## config.mk

```make
export PLATFORM = sky130hd
export DESIGN_NAME = instr_fetch_flat
export DESIGN_NICKNAME = d
export VERILOG_FILES = /design/src/rtl/instr_fetch_if.sv /design/src/rtl/instr_fetch.sv /design/src/flat_wrapper.sv
export SDC_FILE = /design/constraint.sdc
export NUM_CORES = 1
export LEC_CHECK = 0
export CAP_MARGIN = 20
export CELL_PAD_IN_SITES_DETAIL_PLACEMENT = 1
export CELL_PAD_IN_SITES_GLOBAL_PLACEMENT = 1
export CORE_UTILIZATION = 46
export DETAILED_ROUTE_END_ITERATION = 12
export PLACE_DENSITY_LB_ADDON = 0.05
export SLEW_MARGIN = 20
export SYNTH_ARGS = -nofsm -noshare
export SYNTH_HDL_FRONTEND = slang
export SYNTH_SLANG_ARGS = --single-unit
```

## constraint.sdc

```tcl
create_clock -name clk -period 2.91 [get_ports clk]
set_input_delay 0.582 -clock clk [delete_from_list [all_inputs] [get_ports clk]]
set_output_delay 0.582 -clock clk [all_outputs]
set_load 0.03 [all_outputs]
```

## src/rtl/instr_fetch_if.sv

```systemverilog
// Bus bundle between the instruction fetch stage, instruction memory, decode and the
// jump-redirect source. The master modport is the fetch stage itself.
interface instr_fetch_if #(
    parameter int unsigned ADDR_W = 12
);
    logic              imem_req;
    logic [ADDR_W-1:0] imem_addr;
    logic              imem_gnt;
    logic              imem_rvalid;
    logic [15:0]       imem_rdata;
    logic              instr_valid;
    logic [15:0]       instr;
    logic [ADDR_W-1:0] instr_pc;
    logic              instr_ready;
    logic              jump_valid;
    logic [ADDR_W-1:0] jump_target;

    modport master (
        output imem_req, imem_addr, instr_valid, instr, instr_pc,
        input  imem_gnt, imem_rvalid, imem_rdata, instr_ready, jump_valid, jump_target
    );

    modport slave (
        input  imem_req, imem_addr, instr_valid, instr, instr_pc,
        output imem_gnt, imem_rvalid, imem_rdata, instr_ready, jump_valid, jump_target
    );
endinterface

```

## src/rtl/instr_fetch.sv

```systemverilog
// Instruction fetch stage: program counter, single-outstanding instruction memory reads
// and a small FIFO of {word, address} for the opcode decoder.
// Optional feature macro: IFETCH_JFOLD_EN folds J (opcode 4'b1000) words into the pc
// instead of pushing them.
module instr_fetch #(
    parameter int unsigned ADDR_W = 12,
    parameter int unsigned DEPTH  = 4
) (
    input logic          clk,
    input logic          rst,
    instr_fetch_if.master bus
);
    localparam int unsigned PtrW = $clog2(DEPTH);
    localparam int unsigned CntW = PtrW + 1;

    logic [ADDR_W-1:0] pc_q, pc_d;
    logic [ADDR_W-1:0] req_addr_q, req_addr_d;
    logic [CntW-1:0]   count_q, count_d;
    logic [PtrW-1:0]   wptr_q, wptr_d;
    logic [PtrW-1:0]   rptr_q, rptr_d;
    logic              outstanding_q, outstanding_d;
    logic              drop_q, drop_d;
    logic              init_q;

    logic [15:0]       word_q [DEPTH];
    logic [ADDR_W-1:0] addr_q [DEPTH];

    logic req, accept, rsp, pop, push, is_j;

    // Request/handshake decode; init_q holds off requests for the first cycle after reset.
    always_comb begin
        rsp    = bus.imem_rvalid && outstanding_q;
        req    = init_q && !rst && !outstanding_q && (count_q < CntW'(DEPTH)) && !bus.jump_valid;
        accept = req && bus.imem_gnt;
        pop    = (count_q != '0) && bus.instr_ready;
`ifdef IFETCH_JFOLD_EN
        is_j   = (bus.imem_rdata[15:12] == 4'b1000);
`else
        is_j   = 1'b0;
`endif
        push   = rsp && !drop_q && !bus.jump_valid && !is_j;
    end

    // Next-state: redirect flushes the FIFO and overrides everything else.
    always_comb begin
        pc_d          = pc_q;
        req_addr_d    = req_addr_q;
        count_d       = count_q;
        wptr_d        = wptr_q;
        rptr_d        = rptr_q;
        outstanding_d = outstanding_q;
        drop_d        = drop_q;
        if (bus.jump_valid) begin
            pc_d    = bus.jump_target;
            count_d = '0;
            wptr_d  = '0;
            rptr_d  = '0;
            if (outstanding_q && !bus.imem_rvalid) begin
                drop_d = 1'b1;
            end else if (rsp) begin
                outstanding_d = 1'b0;
                drop_d        = 1'b0;
            end
        end else begin
            if (accept) begin
                outstanding_d = 1'b1;
                req_addr_d    = pc_q;
                pc_d          = pc_q + ADDR_W'(1);
            end
            if (rsp) begin
                outstanding_d = 1'b0;
                drop_d        = 1'b0;
                if (!drop_q && is_j) begin
                    pc_d = bus.imem_rdata[ADDR_W-1:0];
                end
            end
            if (push) begin
                wptr_d = wptr_q + PtrW'(1);
            end
            if (pop) begin
                rptr_d = rptr_q + PtrW'(1);
            end
            count_d = count_q + CntW'(push) - CntW'(pop);
        end
    end

    // Control state register with synchronous reset.
    always_ff @(posedge clk) begin
        if (rst) begin
            pc_q          <= '0;
            req_addr_q    <= '0;
            count_q       <= '0;
            wptr_q        <= '0;
            rptr_q        <= '0;
            outstanding_q <= 1'b0;
            drop_q        <= 1'b0;
            init_q        <= 1'b0;
        end else begin
            pc_q          <= pc_d;
            req_addr_q    <= req_addr_d;
            count_q       <= count_d;
            wptr_q        <= wptr_d;
            rptr_q        <= rptr_d;
            outstanding_q <= outstanding_d;
            drop_q        <= drop_d;
            init_q        <= 1'b1;
        end
    end

    // FIFO storage; contents need no reset since count gates validity.
    always_ff @(posedge clk) begin
        if (push && !rst) begin
            word_q[wptr_q] <= bus.imem_rdata;
            addr_q[wptr_q] <= req_addr_q;
        end
    end

    // Outputs.
    always_comb begin
        bus.imem_req    = req;
        bus.imem_addr   = pc_q;
        bus.instr_valid = !rst && (count_q != '0);
        bus.instr       = word_q[rptr_q];
        bus.instr_pc    = addr_q[rptr_q];
    end
endmodule

```

## src/flat_wrapper.sv

```systemverilog
// flat-port wrapper written by rule: the top's interface ports become plain ports
module instr_fetch_flat 
#(
    parameter int unsigned ADDR_W = 12,
    parameter int unsigned DEPTH  = 4
)
  (clk, rst, bus_imem_req, bus_imem_addr, bus_instr_valid, bus_instr, bus_instr_pc, bus_imem_gnt, bus_imem_rvalid, bus_imem_rdata, bus_instr_ready, bus_jump_valid, bus_jump_target);
  instr_fetch_if #(.ADDR_W(ADDR_W)) bus_i ();
  input logic clk;
  input logic rst;
  output wire logic [$bits(bus_i.imem_req)-1:0] bus_imem_req;
  output wire logic [$bits(bus_i.imem_addr)-1:0] bus_imem_addr;
  output wire logic [$bits(bus_i.instr_valid)-1:0] bus_instr_valid;
  output wire logic [$bits(bus_i.instr)-1:0] bus_instr;
  output wire logic [$bits(bus_i.instr_pc)-1:0] bus_instr_pc;
  input wire logic [$bits(bus_i.imem_gnt)-1:0] bus_imem_gnt;
  input wire logic [$bits(bus_i.imem_rvalid)-1:0] bus_imem_rvalid;
  input wire logic [$bits(bus_i.imem_rdata)-1:0] bus_imem_rdata;
  input wire logic [$bits(bus_i.instr_ready)-1:0] bus_instr_ready;
  input wire logic [$bits(bus_i.jump_valid)-1:0] bus_jump_valid;
  input wire logic [$bits(bus_i.jump_target)-1:0] bus_jump_target;
  assign bus_imem_req = bus_i.imem_req;
  assign bus_imem_addr = bus_i.imem_addr;
  assign bus_instr_valid = bus_i.instr_valid;
  assign bus_instr = bus_i.instr;
  assign bus_instr_pc = bus_i.instr_pc;
  assign bus_i.imem_gnt = bus_imem_gnt;
  assign bus_i.imem_rvalid = bus_imem_rvalid;
  assign bus_i.imem_rdata = bus_imem_rdata;
  assign bus_i.instr_ready = bus_instr_ready;
  assign bus_i.jump_valid = bus_jump_valid;
  assign bus_i.jump_target = bus_jump_target;
  instr_fetch #(.ADDR_W(ADDR_W), .DEPTH(DEPTH)) u_core (.clk(clk), .rst(rst), .bus(bus_i));
endmodule
```

Yosys cells after proc, flatten, opt, wreduce, memory -nomap -nowiden
Memory sizes are Yosys's and may differ from the RTL's. A register that Yosys moved wholly into a read port is not among the register bits.
Cells that the tools add are included.

cells by class
  add/sub/neg operators = 5
  order comparisons = 1
  eq/ne operators = 2
  multiplexer cells = 17
  bitwise operators = 1
  reduce and logical (&&, ||, !) cells = 23

operators by type and width
  cell                   count
  $mux 12                2
  $add 12x1->12 const B  1
  $logic_and 1x1->1      12
  $mux 1                 11
  $mux 2                 4
  $logic_not 1->1        5
  $add 2x1->2 const B    2
  $reduce_bool 2->1      2
  $add 3x1->3            1
  $lt 3x3->1 const B     1
  $reduce_and 3->1       1
  $reduce_bool 3->1      1
  $sub 3x1->3            1
  $ne 2x1->1 const B     1
  $ne 2x2->1 const B     1
  $reduce_and 2->1       1
  $reduce_or 2->1        1
  $not 1->1              1

storage, ports and cells
  register bits after elaboration = 34
  bits in writable memories = 112
  input bits = 34
  output and inout port bits = 42
  logic and storage cells = 59
  memories = 2

memories
  memory         words  bits a word  rd ports  clocked after Yosys merged registers in  wr ports  line               text
  u_core.word_q  4      16           1         1                                        1         instr_fetch.sv:25  logic [15:0] word_q [DEPTH];
  u_core.addr_q  4      12           1         1                                        1         instr_fetch.sv:26  logic [ADDR_W-1:0] addr_q [DEPTH];

Depth between registers and ports, before layout
  depth after elaboration = 9
  mapped depth = 9
  depth with buffers taken out = 9

Least setup slack after synthesis
No wires, ideal clock.

  path kind = input -> register
  start point = input bus_jump_valid
  end point = memory u_core.addr_q[1][0], enable pin
  arrival time = 1895 ps
  data required time = 2523 ps
  slack = 628 ps
  stages on the path = 3
  cell sequence = clkbuf_1 -> nor4_1 -> and2_1

on the way
  word-level cells in the longest chain between the ends = 5

RTL lines
  item                          line                text
  start: declaration            flat_wrapper.sv:20  input wire logic [$bits(bus_i.jump_valid)-1:0] bus_jump_valid;
  $logic_not 1->1               instr_fetch.sv:41   push = rsp && !drop_q && !bus.jump_valid && !is_j;
  $logic_and 1x1->1             instr_fetch.sv:41
  $logic_and 1x1->1             instr_fetch.sv:112  if (push && !rst) begin
  $mux 1                        instr_fetch.sv:112
  $mux 1 (not written as such)  instr_fetch.sv:114  addr_q[wptr_q] <= req_addr_q;
  end: declaration              instr_fetch.sv:26

No other way between the ends.

==> metrics.md <==
| Metric | Value |
|---|---|
| Remaining antenna violation count after routing | 0 |
| M1 WL | 4620 um |
| Pin count of the biggest net entering global routing | 29 |
| Number of global-route vias before repair | 3,425 |
| Clk sink count | 148 |
| Final net count | 477 |
| Gr ovfl total | 0 |
| Cells after Synth | 343 |
| Die area | 12,800 um^2 |
| Top Metal Used | met4 |
| TritonCTS Buffers | 17 |
| Seq/Total Area, Yosys | 72.1% |
| Area occupied by multi-input gates | 1470 um^2 |
| Status | finished, final reports clean |
| P_leak | 0.00241 uW |
| Post-DP HPWL | 6850 um |
| Area leader, netlist | edfxtp_1 |
| Met2 Wirelength | 5620 um |
| Peak VDD IR | 0.364 mV |
| Initial core utilization | 47.1% |
| TritonCTS clock tree | yes |
| Top FF cell, synth | edfxtp_1 |
| Mapped Area | 5660 um^2 |
| Min Tclk post-route | 2750 ps |
| Worst-path clk slew | 60 ps |
| # fillers | 1,113 |
| # IOs | 76 |
| Final hold violations | 0 |
| CTS resizes | 0 |
| Slew @ Worst Pin | 554 ps |
| Worst path required time | 2330 ps |
| Die Wd | 113 um |
| Layout area overhead | 29.2% |
| Max H-tree Level | 4 |
| CTS Buffer Depth | 2 |
| Initial DRC count | 194 |
| Drt first pass iters | 4 |
| Gr usage total | 19.1% |
| First-pass GRT wire length | 17,700 um |
| Final setup fails | 0 |
| Core area | 12,000 um^2 |
| Synthesized netlist net count | 385 |
| Fraction of registers with async set/reset | 0% |
| Max-cap viol count | 0 |
| Ant. Diodes | 0 |
| Die height | 113 um |
| Most area-consuming cells after synthesis | edfxtp_1, dfxtp_1, mux4_2 |
| RSZ-0062 raised after global routing | no |
| Initial antenna violation count | 0 |
| Cts-stage hold buffer count | 0 |
| Mean area per synthesized cell | 16.5 um^2 |
| WL met3 | 506 um |
| Yosys Warn Count | 0 |
| Clk_skew | 6.09 ps |
| Final Wtd Congestion | 0.808 |
| DRC | 0 |
| Root Driver | clkbuf_16 |
| Synth Register Bits | 148 |
| Synth unique cells | 41 |
| TNS Setup | 0 ps |
| Port Buf Inserts | 75 |
| Post-DR vias/cell | 5.38 |
| Final wirelength | 10,900 um |
| FP Rows | 40 |
| Pwr/cell area | 637 nW/um^2 |
| Post-synth EDFFs | 112 |
| Max Slew Vio Count | 0 |
| Max Freq | 0.364 GHz |
| Top cell type's share of synthesized area | 59.4% |
| Hold slack | 493 ps |
| Crit end category | output port |
| Worst-path maximum fanout | 28 |
| Critical path arrival | 2160 ps |
| DR vias | 3,203 |
| Final period utilization | 94.4% |
| Hold Path Class | flip-flop to flip-flop |
| Postcts setup bufs | 0 |
| Drt wl/cell | 18.3 um |
| Clock insertion delay at the later pin of the skew report | 420 ps |
| CP Class | flip-flop to output port |
| Slew Limit Headroom | 62.7% |
| FF/Latch Area | 4090 um^2 |
| Commonest non-fill, non-tap cell in the layout | edfxtp_1 |
| Setup crit start kind | flip-flop |
| Layout cells sized above 1 | 19.6% |
| Most frequent cells in the layout | edfxtp_1, clkdlybuf4s50_1, nand2_1, dfxtp_1, mux4_2 |
through the flow:
step	worst slack (ps)	std cells	instance area (um^2)	power (uW)	utilization, %
after floorplan	628	343	5660	2400	-
after global placement	423	563	6720	2500	55.9
after detailed placement	315	563	6720	2500	55.9
after CTS	117	595	7320	4710	60.9
after global routing	46.7	595	7320	4800	60.9
final	164	595	7320	4660	60.9
critical path, stage by stage (launching register included):
cell and delay [ps]:
dfxtp_2 340, buf_12 240, mux4_2 540, clkdlybuf4s50_1 620
layout make-up:
type / instances / share of cell area (%)
multi-input cells: 170 / 20.1
clock inverters: 13 / 2.24
clock buffers: 19 / 5.92
well taps: 147 / 2.51
inverters: 9 / 0.462
flip-flops and latches: 148 / 55.8
repair buffers: 89 / 12.9
state kept, by name (all words and copies together), names as in the netlist, named ones only:
signal                flops
u_core.bus.imem_addr     12
u_core.wptr_q             2
u_core.init_q             1
u_core.rptr_q             2
u_core.count_q            3
u_core.word_q            64
u_core.outstanding_q      1
u_core.addr_q            48
u_core.drop_q             1
u_core.req_addr_q        12
per-layer routing:
metal / up-vias / global-route usage [%]
li1: 1503 / -
met1: 1616 / 22.7
met2: 72 / 31.8
met3: 12 / 6.75
met4: 0 / 8.16
met5: - / 0
synth_stat cells, types with 3 or more instances:
cell / instances
o21ai_0: 4
inv_1: 9
dfxtp_1: 36
a31oi_1: 3
edfxtp_1: 112
nand2_1: 35
nor2b_1: 4
nor4_1: 3
and2_1: 7
a21oi_1: 24
nor2_1: 11
clkbuf_1: 7
ha_1: 7
nand4_1: 3
and3_1: 3
xnor2_1: 5
mux4_2: 28
nor3_1: 5
buf_2: 5
logic make-up (layout without fill, tap and decap cells):
family / after synthesis / after routing / share of synthesized area, %
adder cells (fa/ha/maj): 8 / 8 / 1.90
AND/OR/NAND/NOR: 83 / 83 / 7.11
XOR/XNOR: 7 / 7 / 1.08
flip-flops: 148 / 148 / 72.1
buffers and inverters: 25 / 130 / 1.90
multiplexers: 30 / 30 / 11.5
AO/OA/AOI/OAI: 42 / 42 / 4.37
final timing paths:
| check | from | to | slack, ps | cells after the start |
|---|---|---|---|---|
| worst min-delay path | u_core.req_addr_q[11]$_SDFFE_PP0P_ | u_core.req_addr_q[11]$_SDFFE_PP0P_ | 490 | 2 |
| worst max register to register | u_core.count_q[1]$_SDFF_PP0_ | u_core.count_q[2]$_SDFF_PP0_ | 800 | 9 |
| worst min register to register | u_core.req_addr_q[11]$_SDFFE_PP0P_ | u_core.req_addr_q[11]$_SDFFE_PP0P_ | 490 | 2 |
| worst max-delay path | flip-flop | bus_instr[13] | 160 | 3 |
power breakdown:
part	switching, uW	internal [uW]
clock network	787	1410
logic	80.5	82.5
registers	21.3	2270
Power figures use the tool's default switching activity.
==> variant 1 (config.mk and constraints unchanged) <==
`pc_q` and `req_addr_q` no longer have a reset.
--- a/src/rtl/instr_fetch.sv
+++ b/src/rtl/instr_fetch.sv
@@ -88,6 +88,4 @@
     always_ff @(posedge clk) begin
         if (rst) begin
-            pc_q          <= '0;
-            req_addr_q    <= '0;
             count_q       <= '0;
             wptr_q        <= '0;
@@ -97,6 +95,4 @@
             init_q        <= 1'b0;
         end else begin
-            pc_q          <= pc_d;
-            req_addr_q    <= req_addr_d;
             count_q       <= count_d;
             wptr_q        <= wptr_d;
@@ -106,4 +102,9 @@
             init_q        <= 1'b1;
         end
+    end
+
+    always_ff @(posedge clk) begin
+        pc_q       <= pc_d;
+        req_addr_q <= req_addr_d;
     end
 
Check against the original RTL: not equivalent (Yosys sat finds a counterexample within 4 cycles, from zero or initial values and one cycle with rst high).
==> variant 1 against the unedited design <==
  * Setup slack worse by 0.060 ns
  * Routed wire length down 6.1%
  * Register-to-register slack worse by 0.04 ns
  * Critical path depth unchanged
  * Clock skew down 0.00063 ns
  * Sequential cell count unchanged
  * Synthesized area down 0.11%
  * Design area down 1.3%
  * Power down 2.5%
==> variant 1: results (changes against the unedited design) <==
status: "finished clean"
met2_usage_pct: 29.63  # -2.2 points
nets: 421  # -12%
cts.root.buffer_cell: "clkbuf_16"
use_met3_pct: 4.285  # -2.5 points
insertion_delay_ns: 0.41
p_int_uw: 3672  # -2.6%
port_buffers: 75  # unchanged
use_met1_pct: 21.24  # -1.5 points
drt-vias-per-instance: 5.333  # -0.93%
wl_met1_mm: 4.473  # -3.1%
synth_area_leaders: "edfxtp_1 72%, mux4_2 11%, dfxtp_1 4.2%"
numCtsBuffers: 17  # unchanged
dr.first_iter.drc_count: 209  # +7.7%
postSynth.asyncResetShare_pct: 0  # unchanged
dr_wl_met2_mm: 5.255  # -6.4%
worstPathMaxFanout: 17  # -39%
hp-class: "reg -> reg"
ys_types: 34  # -17%
wl_per_cell_um: 19.04  # +4.1%
worst_slack_ns: 0.1039  # -0.06036 ns
grt_use_total_pct: 17.43  # -1.7 points
rr_worst_depth: 9  # unchanged
r2r-end: "u_core.count_q[2]"
peakVddDrop_v: 0.0004908  # +35%
endpoint: "bus_instr[6]"
crit_family: "buffers and inverters"
cts.repair.resized: 0  # unchanged
synth_commonest_cells: "136 x edfxtp_1, 28 x mux4_2, 13 x nor2_1, 12 x dfxtp_1, 11 x nand2_1"
antenna_found_initial: 0  # unchanged
synth_edf_count: 136  # +21%
cts_max_level: 4  # unchanged
cp_data_arrival_time_ns: 2.22  # +0.06 ns
worstMarginPinSlew_ns: 0.5594  # +0.005631 ns
fin_skew_ns: 0.005458  # -0.0006313 ns
critPathKind: "reg -> out"
routed.top_layer: "met4"
cts_setup_buffers: 0  # unchanged
seq_area_frac_synth_pct: 76.44  # +4.3 points
dp_hpwl_mm: 6.481  # -5.4%
place_ws_ns: 0.3144  # -0.0007280 ns
final_layout_size_suffix_gt1_share_pct: 20.00  # +0.36 points
route.met3.wl_um: 334  # -34%
r2r_slack_ns: 0.76  # -0.04 ns
r2r-start: "u_core.count_q[1]"
grt_pass1_wl_mm: 16.06  # -9.1%
grt_pass1_vias: 3054  # -11%
place.gp.congestion: 0.7554  # -6.5%
p_leak_uw: 0.002383  # -1.2%
synth.net_count: 328  # -15%
dpl-instance-area_sq_mm: 0.006689  # -0.47%
[variant 1: cell types whose count changed after synthesis, sizes merged, moves of 5 or more]
cell    delta
dfxtp     -24
edfxtp    +24
nand2     -24
a21oi     -22
nand3      +6
or4        +6
and2       -5
[variant 1: worst min path at each step]
stage,startpoint,end,slack [ns],cells past startpoint
2_1_floorplan,u_core.req_addr_q[0],u_core.addr_q[0][0],0.46,0
3_3_place_gp,u_core.req_addr_q[3],u_core.addr_q[2][3],0.47,0
3_5_place_dp,u_core.req_addr_q[10],u_core.addr_q[1][10],0.48,0
4_1_cts,u_core.req_addr_q[10],u_core.addr_q[2][10],0.50,0
5_1_grt,u_core.req_addr_q[3],u_core.addr_q[2][3],0.53,0
6_report,u_core.req_addr_q[10],u_core.addr_q[2][10],0.50,0
[variant 1: cell families after synthesis]
kind of cell               after synthesis  synth area share, %
DFF                                    148                76.44
and+or+nand+nor                         52                4.977
muxes                                   31                11.72
buffers and inverters                   20                1.526
AOI/OAI and AO/OA                       19                2.190
xor gates and xnor gates                 8                1.239
adders and majority gates                8                1.902
[variant 1: final cells by class]
type,instances,area (sq um)
fill,1077,4792
clock inverter,8,86.33
multi-input combinational,118,1246
timing repair buffer,84,895.9
tap,147,183.9
inverter,10,37.54
sequential,148,4325
clock buffer,22,444.2
[variant 1: metrics by stage]
step,hold WS [ns],instances
final,0.4983,537
after global routing,0.5318,537
after CTS,0.5010,537
after detailed placement,0.4849,507
after global placement,0.4689,507
after floorplan,0.4587,286
[variant 1: power by group through the flow]
stage / registers, uW / logic (uW) / clock network (uW)
floorplan: 2440 / 55.4 / 0
global placement: 2420 / 182 / 0
detailed placement: 2420 / 187 / 0
CTS: 2380 / 189 / 2020
global route: 2380 / 202 / 2090
finish: 2380 / 186 / 1980
==> variant 2 (same settings) <==
Made on the original files. `DEPTH` is set to 4 in 2 places; all go to 16.
--- a/src/rtl/instr_fetch.sv
+++ b/src/rtl/instr_fetch.sv
@@ -5,5 +5,5 @@
 module instr_fetch #(
     parameter int unsigned ADDR_W = 12,
-    parameter int unsigned DEPTH  = 4
+    parameter int unsigned DEPTH  = 16
 ) (
     input logic          clk,
--- a/src/flat_wrapper.sv
+++ b/src/flat_wrapper.sv
@@ -3,5 +3,5 @@
 #(
     parameter int unsigned ADDR_W = 12,
-    parameter int unsigned DEPTH  = 4
+    parameter int unsigned DEPTH  = 16
 )
   (clk, rst, bus_imem_req, bus_imem_addr, bus_instr_valid, bus_instr, bus_instr_pc, bus_imem_gnt, bus_imem_rvalid, bus_imem_rdata, bus_instr_ready, bus_jump_valid, bus_jump_target);
Behaviour: no difference found for any inputs over 4 cycles, from zero or initial values and one cycle with rst high; that may be too few to reach the edited logic, so the function may still have changed.
==> variant 2 against the unedited design <==
  * The run now ends with setup timing left
  * Routed wire length grew to 4.0 times the old value
  * Sequential cell count increased by 344
  * Power increased to 3.3 times the old value
  * Design area grew to 3.2 times the old value
  * Via count rose to 3.0 times the old value
  * Die area increased to 3.3 times the old value
  * Synthesized cell count grew to 2.7 times the old value
  * Critical path depth rose by 4
  * Setup slack got worse by 0.19 ns
  * Synthesized area rose to 3.3 times the old value
  * Critical path type unchanged
  * Largest power group unchanged
  * Highest routed layer unchanged
==> variant 2: results (changes against the unedited design) <==
seq_area_frac_synth_pct: 76.21  # +4.1 points
dpl.cell_count: 1551  # +180%
ys_types: 46  # +12%
synth.mux.area_fraction_pct: 13.58  # +2.1 points
dp_hpwl_mm: 25.02  # +270%
critical_path.max_stage_delay_ns: 0.53  # -0.09 ns
r2r-start: "u_core.count_q[3]"
grt_max_degree: 29  # unchanged
peakVddDrop_v: 0.0004668  # +28%
worst_slack_ns: -0.02705  # -0.1913 ns
drt-vias-per-instance: 5.757  # +6.9%
cts_setup_buffers: 12  # +12
place.gp.congestion: 0.7748  # -4.0%
status: "finished, violations left"
synth_commonest_cells: "448 x edfxtp_1, 112 x mux4_2, 73 x nand2_1, 58 x a22oi_1, 44 x dfxtp_1"
numCtsBuffers: 52  # +35
violations: "setup timing"
cp_slowest_cell: "mux4_2"
synth.net_count: 986  # +160%
firstDrtPassIters: 4  # unchanged
nets: 1146  # +140%
fin_skew_ns: 0.007605  # +0.001516 ns
worstPathMaxFanout: 7  # -75%
synth.top_cell.area_share_pct: 71.53  # +12 points
largest_reg_flops: 256  # +300%
synth_edf_count: 448  # +300%
whs_ns: 0.5129  # +0.01970 ns
cts.repair.resized: 115  # +115
r2r-end: "u_core.count_q[4]"
synthXorXnorAreaFrac_pct: 0.4191  # -0.66 points
largestRegisters: "u_core.word_q (256), u_core.addr_q (192)"
grt_pass1_wl_mm: 65.73  # +270%
dr.first_iter.drc_count: 626  # +220%
synth_compound_area_share_pct: 3.805  # -0.57 points
synthAdderAreaFrac_pct: 0.8382  # -1.1 points
place_ws_ns: 0.05828  # -0.2568 ns
cp-start-kind: "flop"
cts_buffer_depth: 3  # +1
insertion_delay_ns: 0.57  # +0.15 ns
synth_area_leaders: "edfxtp_1 72%, mux4_2 13%, dfxtp_1 4.7%"
cts_max_level: 2  # -2
grt_use_total_pct: 21.68  # +2.5 points
slew_headroom_pct: 50.74  # -12 points
endpoint: "bus_instr_pc[1]"
final_layout_size_suffix_gt1_share_pct: 31.49  # +12 points
final_cell_count_no_fill: 1665  # +180%
p_leak_uw: 0.007537  # +210%
cp_data_arrival_time_ns: 2.36  # +0.20 ns
setup_viol: 4  # +4
r2r_slack_ns: 0.31  # -0.49 ns
grt_pass1_vias: 10303  # +200%
dpl-instance-area_sq_mm: 0.02104  # +210%
p_int_uw: 12160  # +220%
finalSetupTns_ns: -0.06235  # -0.06235 ns
wl_mm: 43.78  # +300%
rr_worst_depth: 11  # +2
==> variant 2: worst min path at each step <==
stage	startpoint	end	cells after the start
after floorplan	u_core.rptr_q[1]	flop	2
after global placement	u_core.rptr_q[3]	u_core.rptr_q[3]	2
after detailed placement	u_core.rptr_q[3]	u_core.rptr_q[3]	2
after CTS	u_core.rptr_q[3]	u_core.rptr_q[3]	2
after global routing	bus_jump_target[10]	u_core.bus.imem_addr[10]	3
final	u_core.rptr_q[3]	u_core.rptr_q[3]	2
==> variant 2: metal layers <==
layer,part of all wire (%),vias up,GRT usage (%)
li1,-,4190,-
met1,44,5119,30.60
met2,50,219,35.86
met3,4.2,57,3.045
met4,1.7,0,5.197
met5,0,-,0
==> variant 2: logic make-up (layout without fill, tap and decap cells) <==
kind of cell	Yosys count	count (layout)
flip-flops	492	492
AND/OR/NAND/NOR	149	149
XOR/XNOR	9	9
buffers and inverters	58	258
AO/OA/AOI/OAI	105	105
multiplexers	115	115
adder cells (fa/ha/maj)	12	12
==> variant 2: critical path: cells and delay by family (launching register included) <==
family / cells / cell delay, ns
flops: 1 / 0.39
compound gates: 1 / 0.20
simple gates: 1 / 0.09
buf+inv: 4 / 0.56
mux: 1 / 0.53
==> variant 2: power by group through the flow <==
stage / combinational (uW) / clock, uW / sequential, uW
3_5_place_dp: 1370 / 0 / 7910
3_3_place_gp: 1350 / 0 / 7910
5_1_grt: 1740 / 6610 / 7760
4_1_cts: 1610 / 6370 / 7760
2_1_floorplan: 899 / 0 / 7910
6_report: 1610 / 6230 / 7760
==> variant 2: cell type report <==
class                      instances  area [sq um]
clock buffer                      64          1368
clock inverter                    30         230.2
inverter                           9         33.78
tap                              525         656.9
fill                            3468         16860
timing repair buffer             155          1963
sequential                       492         14340
multi-input combinational        390          4556
